**src/rtl/trng_pkg.sv**
```systemverilog
// Shared types and defaults for the TRNG sample packer: FSM state encoding,
// default geometry and the level-counter width helper.
package trng_pkg;

   typedef enum logic [1:0] {
      ST_IDLE    = 2'd0,
      ST_COLLECT = 2'd1,
      ST_FAIL    = 2'd2
   } state_e;

   localparam int DEF_WORD_WIDTH = 32;
   localparam int DEF_DEPTH      = 8;
   localparam int DEF_RCT_CUTOFF = 32;

   // One extra bit so the counter can hold DEPTH itself.
   function automatic int level_w(input int depth);
      return $clog2(depth) + 1;
   endfunction

endpackage

```
**src/rtl/sync_fifo.sv**
```systemverilog
// Synchronous first-word-fall-through FIFO with an explicit level counter.
// A push while full is accepted only when a pop happens in the same cycle.
module sync_fifo
   import trng_pkg::*;
#(
   parameter int WIDTH = DEF_WORD_WIDTH,
   parameter int DEPTH = DEF_DEPTH
) (
   input  logic                        clk,
   input  logic                        srst,
   input  logic                        push_i,
   input  logic [WIDTH-1:0]            din_i,
   input  logic                        pop_i,
   output logic [WIDTH-1:0]            dout_o,
   output logic                        empty_o,
   output logic                        full_o,
   output logic [level_w(DEPTH)-1:0]   level_o
);

   localparam int PW = $clog2(DEPTH);
   localparam int LW = level_w(DEPTH);

   logic [WIDTH-1:0] mem_q [DEPTH];
   logic [PW-1:0]    wr_ptr_q, wr_ptr_d;
   logic [PW-1:0]    rd_ptr_q, rd_ptr_d;
   logic [LW-1:0]    level_q, level_d;
   logic             pop_ok, push_ok;

   always_comb begin
      pop_ok   = pop_i && (level_q != '0);
      push_ok  = push_i && ((level_q != LW'(DEPTH)) || pop_ok);
      wr_ptr_d = wr_ptr_q;
      rd_ptr_d = rd_ptr_q;
      if (push_ok) wr_ptr_d = wr_ptr_q + PW'(1);
      if (pop_ok)  rd_ptr_d = rd_ptr_q + PW'(1);
      level_d = level_q + LW'(push_ok) - LW'(pop_ok);
   end

   always_ff @(posedge clk) begin
      if (srst) begin
         wr_ptr_q <= '0;
         rd_ptr_q <= '0;
         level_q  <= '0;
      end else begin
         wr_ptr_q <= wr_ptr_d;
         rd_ptr_q <= rd_ptr_d;
         level_q  <= level_d;
      end
   end

   always_ff @(posedge clk) begin
      if (push_ok) mem_q[wr_ptr_q] <= din_i;
   end

   assign empty_o = (level_q == '0);
   assign full_o  = (level_q == LW'(DEPTH));
   assign level_o = level_q;
   assign dout_o  = empty_o ? '0 : mem_q[rd_ptr_q];

endmodule

```
**src/rtl/trng_sample_packer.sv**
```systemverilog
// Raw TRNG bit collector: repetition-count health test, MSB-first packing
// into words, and a FWFT FIFO drained by the bus side.
module trng_sample_packer
   import trng_pkg::*;
#(
   parameter int WORD_WIDTH = DEF_WORD_WIDTH,
   parameter int DEPTH      = DEF_DEPTH,
   parameter int RCT_CUTOFF = DEF_RCT_CUTOFF
) (
   input  logic                        clk,
   input  logic                        rst,
   input  logic                        en_i,
   input  logic                        bit_valid_i,
   input  logic                        bit_i,
   input  logic                        clear_i,
   input  logic                        rd_en_i,
   output logic [WORD_WIDTH-1:0]       data_o,
   output logic                        empty_o,
   output logic                        full_o,
   output logic [level_w(DEPTH)-1:0]   level_o,
   output logic                        rct_fail_o,
   output logic                        overflow_o
);

   localparam int CNT_W = $clog2(WORD_WIDTH);

   // bit_valid_i is a strobe with no back-pressure: a bit is consumed or
   // dropped in its cycle. rd_en_i pops only when empty_o is low.
   state_e                 state_q, state_d;
   logic [WORD_WIDTH-1:0]  shreg_q, shreg_d;
   logic [CNT_W-1:0]       bit_cnt_q, bit_cnt_d;
   logic [7:0]             run_q, run_d;
   logic                   last_q, last_d;
   logic                   rct_fail_q, rct_fail_d;
   logic                   overflow_q, overflow_d;

   logic                   srst;
   logic                   accept;
   logic [7:0]             run_next;
   logic [WORD_WIDTH-1:0]  push_word;
   logic                   push_en;
   logic                   fifo_full;

   assign srst = rst | clear_i;

   always_comb begin
      state_d    = state_q;
      shreg_d    = shreg_q;
      bit_cnt_d  = bit_cnt_q;
      run_d      = run_q;
      last_d     = last_q;
      rct_fail_d = rct_fail_q;
      push_en    = 1'b0;
      push_word  = {shreg_q[WORD_WIDTH-2:0], bit_i};
      accept     = bit_valid_i && en_i && (state_q != ST_FAIL);
      // run_q == 0 marks "no bit seen since reset/clear".
      run_next   = ((run_q != 8'd0) && (bit_i == last_q)) ? run_q + 8'd1 : 8'd1;

      case (state_q)
         ST_IDLE:    if (en_i)  state_d = ST_COLLECT;
         ST_COLLECT: if (!en_i) state_d = ST_IDLE;
         ST_FAIL:    state_d = ST_FAIL;
         default:    state_d = ST_IDLE;
      endcase

      if (accept) begin
         if (run_next == 8'(RCT_CUTOFF)) begin
            rct_fail_d = 1'b1;
            bit_cnt_d  = '0;
            state_d    = ST_FAIL;
         end else begin
            shreg_d = push_word;
            run_d   = run_next;
            last_d  = bit_i;
            if (bit_cnt_q == CNT_W'(WORD_WIDTH - 1)) begin
               push_en   = 1'b1;
               bit_cnt_d = '0;
            end else begin
               bit_cnt_d = bit_cnt_q + CNT_W'(1);
            end
         end
      end

      overflow_d = overflow_q | (push_en && fifo_full && !rd_en_i);
   end

   always_ff @(posedge clk) begin
      if (srst) begin
         state_q    <= ST_IDLE;
         shreg_q    <= '0;
         bit_cnt_q  <= '0;
         run_q      <= '0;
         last_q     <= 1'b0;
         rct_fail_q <= 1'b0;
         overflow_q <= 1'b0;
      end else begin
         state_q    <= state_d;
         shreg_q    <= shreg_d;
         bit_cnt_q  <= bit_cnt_d;
         run_q      <= run_d;
         last_q     <= last_d;
         rct_fail_q <= rct_fail_d;
         overflow_q <= overflow_d;
      end
   end

   sync_fifo #(
      .WIDTH (WORD_WIDTH),
      .DEPTH (DEPTH)
   ) u_fifo (
      .clk     (clk),
      .srst    (srst),
      .push_i  (push_en),
      .din_i   (push_word),
      .pop_i   (rd_en_i),
      .dout_o  (data_o),
      .empty_o (empty_o),
      .full_o  (fifo_full),
      .level_o (level_o)
   );

   assign full_o     = fifo_full;
   assign rct_fail_o = rct_fail_q;
   assign overflow_o = overflow_q;

endmodule

```
**config.mk**
```make
export PLATFORM = sky130hd
export DESIGN_NAME = trng_sample_packer
export DESIGN_NICKNAME = d
export VERILOG_FILES = /design/src/rtl/trng_pkg.sv /design/src/rtl/sync_fifo.sv /design/src/rtl/trng_sample_packer.sv
export SDC_FILE = /design/constraint.sdc
export NUM_CORES = 1
export LEC_CHECK = 0
export CAP_MARGIN = 20
export CORE_MARGIN = 1
export CORE_UTILIZATION = 50
export CTS_CLUSTER_DIAMETER = 200
export CTS_CLUSTER_SIZE = 28
export DETAILED_ROUTE_END_ITERATION = 16
export PLACE_DENSITY_LB_ADDON = 0.05
export SYNTH_ARGS = -nofsm -noshare
export SYNTH_HDL_FRONTEND = slang
export SYNTH_SLANG_ARGS = --single-unit
```
**constraint.sdc**
```tcl
create_clock -name clk -period 3.2 [get_ports clk]
set_input_delay 0.8 -clock clk [delete_from_list [all_inputs] [get_ports clk]]
set_output_delay 0.8 -clock clk [all_outputs]
set_load 0.005 [all_outputs]
```
==> results.ini <==
[outcome]
status = finished clean

[pwr]
p_per_area_nw_per_um2 = 516.7
leakage_nw = 5.169
vdd_ir_drop_max_v = 0.0005613
power_mw = 7.519

[floorplanning]
row_count = 57
start_util = 0.5142
dieHeight_um = 160.6
die_w_um = 160.6
core_um2 = 24460
io_pins = 47
die-area_um2 = 25800

[global_routing]
antenna_found_initial = 0
grt_pass1_vias = 6598
grt_pass1_wl_um = 38750
gr-total-overflow = 0
grt_max_degree = 65
grt_usage = 0.1987

[critical_path]
max_stage_delay_ps = 500
worstSetupEndpointType = output port
required_ps = 2400
crit_top_cell = buf_12
crit_chain = buf_12 -> buf_12 -> mux4_2 -> mux2i_1 -> nor2_1 -> clkdlybuf4s50_1
worstSetupPathType = reg2out
worst_ep_arrival_time_ps = 2300
start_kind = flip-flop
slowest_stage = mux4_2
crit_fanout = 6

[yosys]
synth_edf_count = 256
seq_area_frac_synth = 0.7082
synth_fa_ha_area_frac = 0.01353
syn-instance-count = 720
synth_xor_area_frac = 0.003482
synth.distinct_cells = 56
ys_warn_count = 0
synth_top_family_by_area = multiplexers
ys_seq_elements = 317
synth_nets = 740
synth_compound_area_frac = 0.03034
synth.cell_area_um2 = 12580
syn_avg_cell_area_um2 = 17.47
synthArstFlopShare = 0
synth.area.mux_share = 0.1679
synth_ff_type = edfxtp_1
yosys.area_share.simple = 0.05700

[detailed_routing]
wire_per_inst_um = 21.55
drt_iter0_markers = 386
drc = 0
antenna_left = 0
vias = 6490
first_pass_iters = 7
wirelength_um = 24550
via_per_inst = 5.698

[clock_network]
htree_levels = 1
cts.reportedPaths.clkPinSlew_ps = 110
clk-insertion-delay-late_ps = 500
cts_buffers = 15
cts_tree = done
clk_path_buf_depth = 3
cts_root_buf = clkbuf_16
cts.sink_count = 317

[sta]
worst_pin_slew_ps = 658.8
fmax_mhz = 322.3
period_share = 0.9695
setup_viol_count_final = 0
grt_setup_unrepaired = yes
period_needed_ps = 3102
skew_ps = 28.64
drv_slew = 0
hold_viol_final = 0
setup_tns_ps = 0
maxSlewHeadroom = 0.5589

[cells_and_area]
layout_commonest_cell = edfxtp_1
antenna_cells = 0
drive_gt1_frac = 0.2025
fin_nets = 828
final_cell_mix = edfxtp_1, mux4_2, mux2i_1
area_growth_pct = 15.70

[place]
place_hpwl_um = 15090
gp_congestion = 0.8230
portBuffers = 46

[worst_hold_path]
hold_path_class = reg2reg

[job]
maxCapViolations = 0

[worst max-delay path: cells and delay by family (launching register included)]
family / cells / cell delay, ps
DFF: 1 / 390
buffers and inverters: 3 / 710
muxes: 2 / 640
and+or+nand+nor: 1 / 60
[flip-flops by register name, indices dropped and copies added (netlist names), named ones only]
signal	cells
u_fifo.level_o	4
overflow_o	1
state_q	2
shreg_q	31
u_fifo.rd_ptr_q	3
rct_fail_o	1
bit_cnt_q	5
u_fifo.mem_q	256
run_q	8
u_fifo.wr_ptr_q	3
[stage by stage]
step           hold WS (ps)  std cells  utilization  setup slack [ps]  area (µm²)
2_1_floorplan         436.2        720            -             133.3       12580
3_3_place_gp          438.8       1086       0.5624             148.3       13760
3_5_place_dp          445.5       1086       0.5624             96.41       13760
4_1_cts               465.8       1123       0.5879            -38.38       14380
5_1_grt               485.2       1139       0.5949            -53.96       14550
6_report              461.8       1139       0.5949             97.72       14550
[worst paths after layout]
path	start	end	slack, ps	depth (start not counted)
setup / recovery	flip-flop	data_o[11]	100	6
hold / removal	rct_fail_o	rct_fail_o	460	2
setup reg to reg	run_q[0]	u_fifo.mem_q[3][28]	420	9
hold reg to reg	rct_fail_o	rct_fail_o	460	2
[synthesized netlist by cell type (2+ instances only)]
library cell,instances,share of area
edfxtp_1,256,0.61
mux2i_1,67,0.053
mux4_2,64,0.11
dfxtp_1,61,0.097
nand2_1,45,0.013
nor2_1,45,0.013
clkbuf_1,20,0.0060
a21oi_1,18,0.0072
inv_1,14,0.0042
ha_1,12,0.012
buf_2,10,0.0040
o21ai_0,9,0.0036
nand3_1,7,0.0028
nor3_1,7,0.0028
and3_1,6,0.0030
nand4_1,6,0.0030
a211oi_1,5,0.0030
buf_1,5,0.0015
or3_1,5,0.0025
a21o_1,3,0.0018
and4b_1,3,0.0024
buf_6,3,0.0027
nor3b_1,3,0.0018
xor2_1,3,0.0021
a211o_1,2,0.0014
a21oi_4,2,0.0026
a221oi_1,2,0.0014
a31oi_1,2,0.00099
and2_1,2,0.00099
and4bb_2,2,0.0020
buf_4,2,0.0012
nand3b_1,2,0.0012
nor4b_1,2,0.0014
o211ai_1,2,0.0012
xnor2_1,2,0.0014
[power by group]
part / internal, mW / switching, mW
Clock: 0.905 / 1.20
Sequential: 4.41 / 0.0213
Combinational: 0.538 / 0.450
Total: 5.85 / 1.67
[area by class of cell]
cell class,count,area [µm²]
clock inverters,1,20.02
multi-input cells,349,3457
inverters,14,52.55
flip-flops and latches,317,8915
well taps,324,405.4
fillers,1858,9910
clock buffers,23,405.4
repair buffers,111,1297
[cell families (layout without fill, tap and decap cells)]
| kind of cell | Yosys count | count (layout) |
|---|---|---|
| XOR/XNOR | 5 | 5 |
| AND/OR/NAND/NOR | 145 | 145 |
| adder cells (fa/ha/maj) | 13 | 13 |
| buffers and inverters | 54 | 149 |
| multiplexers | 131 | 131 |
| flip-flops | 317 | 317 |
| AO/OA/AOI/OAI | 55 | 55 |
[per-layer routing]
metal | routed length (µm) | vias to the layer above | global-route usage
li1 | - | 2999 | -
met1 | 10780 | 3338 | 0.2772
met2 | 12360 | 132 | 0.3359
met3 | 1038 | 21 | 0.02867
met4 | 368 | 0 | 0.03939
met5 | 0 | - | 0
[timing repair]
action	in CTS	in global routing
gates resized for setup	32	16
endpoints found under the setup margin	31	16
cloned	2	0
buffers inserted	11	16
hold buffers	0	0
endpoints found under the hold margin	0	0
(Power assumes the default switching activity.)
==> RTL edit (same settings) <==
Take the reset off `shreg_q` and load it in a clocked block of its own.
--- a/src/rtl/trng_sample_packer.sv
+++ b/src/rtl/trng_sample_packer.sv
@@ -88,5 +88,4 @@
       if (srst) begin
          state_q    <= ST_IDLE;
-         shreg_q    <= '0;
          bit_cnt_q  <= '0;
          run_q      <= '0;
@@ -96,5 +95,4 @@
       end else begin
          state_q    <= state_d;
-         shreg_q    <= shreg_d;
          bit_cnt_q  <= bit_cnt_d;
          run_q      <= run_d;
@@ -103,4 +101,8 @@
          overflow_q <= overflow_d;
       end
+   end
+
+   always_ff @(posedge clk) begin
+      shreg_q <= shreg_d;
    end
 
Formal check against the unedited RTL: same outputs for any inputs over 4 cycles, from zero or initial values; that may be too few to reach the edited logic, so the function may still have changed.
==> RTL edit against the unedited design <==
Design area decreased by 0.64%. Power up 6.2%. Sequential power increased by 4%. Synthesized cell count down 11%. Via count shrank 7.7%. Sequential cell count grew 1. Highest routed layer unchanged. Core utilization is 0.14 points higher. Largest cell class unchanged. The flow now finishes with violations (DRC). Routed wire length decreased by 6.5%. Register-to-register slack got worse by 100 ps. Worst setup slack lost 2.9 ps. Synthesized area decreased by 1.8%. Combinational power is 28% higher. Maximum frequency is essentially flat.
==> RTL edit: results (changes against the unedited design) <==
outcome:
  status: "complete, but fails checks"  # was complete, no violations
  violations: "DRC"
worst_setup_path:
  r2r_end: "u_fifo.mem_q[6][24]"  # was u_fifo.mem_q[3][28]
  crit_fanout: 7  # was 6
  rr_startpoint: "run_q[1]"  # was run_q[0]
  r2r_setup_slack_ps: 320  # was 420 ps
synth:
  synth_nets: 664  # was 740
  synthXorXnorAreaFrac_pct: 0.425  # was 0.348%
  syn-cell-area_um2: 12400  # was 12600 um^2
  synth_common_cells: "edfxtp_1 (287), mux4_2 (64), nor2_1 (57)"  # was edfxtp_1 (256), mux2i_1 (67), mux4_2 (64)
  yosys-top-cells-area: "edfxtp_1 (70%), mux4_2 (12%), dfxtp_1 (5.0%)"  # was edfxtp_1 (61%), mux4_2 (11%), dfxtp_1 (9.7%)
  ys_seq_area_share_pct: 74.8  # was 70.8%
  synthMuxAreaShare_pct: 14.5  # was 16.8%
  synth_compound_area_share_pct: 2.19  # was 3.03%
  syn_avg_cell_area_um2: 19.2  # was 17.5 um^2
  synth_fa_ha_area_share_pct: 1.38  # was 1.35%
  synth_edf_count: 287  # was 256
routing:
  drcViolationCount: 2  # was 0
  vias_per_cell: 5.58  # was 5.70
  wl_met3_um: 600  # was 1040 um
  routed_wl_um: 23000  # was 24600 um
  wl_met2_um: 11900  # was 12400 um
  wl_met1_um: 10200  # was 10800 um
cells_and_area:
  multi_input_area_um2: 3040  # was 3460 um^2
  regArea_um2: 9250  # was 8910 um^2
  fillCellCount: 1809  # was 1858
  signal_buffers: 114  # was 111
  seq_area_share_pct: 63.9  # was 61.3%
  drive_above_1_share_pct: 23.1  # was 20.2%
  clkbuf_count: 24  # was 23
  clk_share_pct: 3.03  # was 2.92%
power_and_ir_drop:
  p_int_mw: 6.17  # was 5.85 mW
  max-vdd-ir-drop_uv: 398  # was 561 uV
  p_seq_share_pct: 57.5  # was 58.9%
  finalPower_mw: 7.98  # was 7.52 mW
place:
  pre_cts_ws_ps: -106  # was 96.4 ps
  gp_congestion: 0.803  # was 0.823
  place_area_um2: 13700  # was 13800 um^2
  post-dp-hpwl_um: 13800  # was 15100 um
global_route:
  grt_max_degree: 41  # was 65
  grt_usage_pct: 18.6  # was 19.9%
  grt_pass1_vias: 6230  # was 6598
  grt_pass1_wl_um: 36000  # was 38800 um
sta:
  min_period_ps: 3110  # was 3100 ps
  fin_skew_ps: 26.9  # was 28.6 ps
min_path:
  hold_depth: 1  # was 2
  min_to: "state_q[0]"  # was rct_fail_o
  min_from: "state_q[1]"  # was rct_fail_o
-- RTL edit: what timing repair did --
item                                    in CTS  in global routing
pin swaps                                    0                  3
setup buffers                               17                  9
gates resized for setup                     39                 12
endpoints found under the setup margin      30                 16
cloned                                       1                  0
hold endpoints to repair                     0                  0
-- RTL edit: worst max-delay path, cell delays in order (launching register included) --
cell and delay [ps]:
dfxtp_4 450, buf_12 160, buf_12 120, buf_4 100, mux4_2 510, mux2i_1 150
nor2_1 50, dlygate4sd2_1 260
-- RTL edit: kinds of logic (layout without fill, tap and decap cells) --
kind of cell             count (synthesis)  count (layout)
flip-flops                             318             318
buffers and inverters                   48             154
multiplexers                            99              99
AND/OR/NAND/NOR                        118             118
adder cells (fa/ha/maj)                 13              13
AO/OA/AOI/OAI                           42              42
XOR/XNOR                                 6               6
-- RTL edit: routing by layer --
layer / global-route usage, % / vias up
li1: - / 2754
met1: 25.4 / 3131
met2: 32.7 / 84
met3: 2.11 / 23
met4: 3.10 / 0
met5: 0 / -
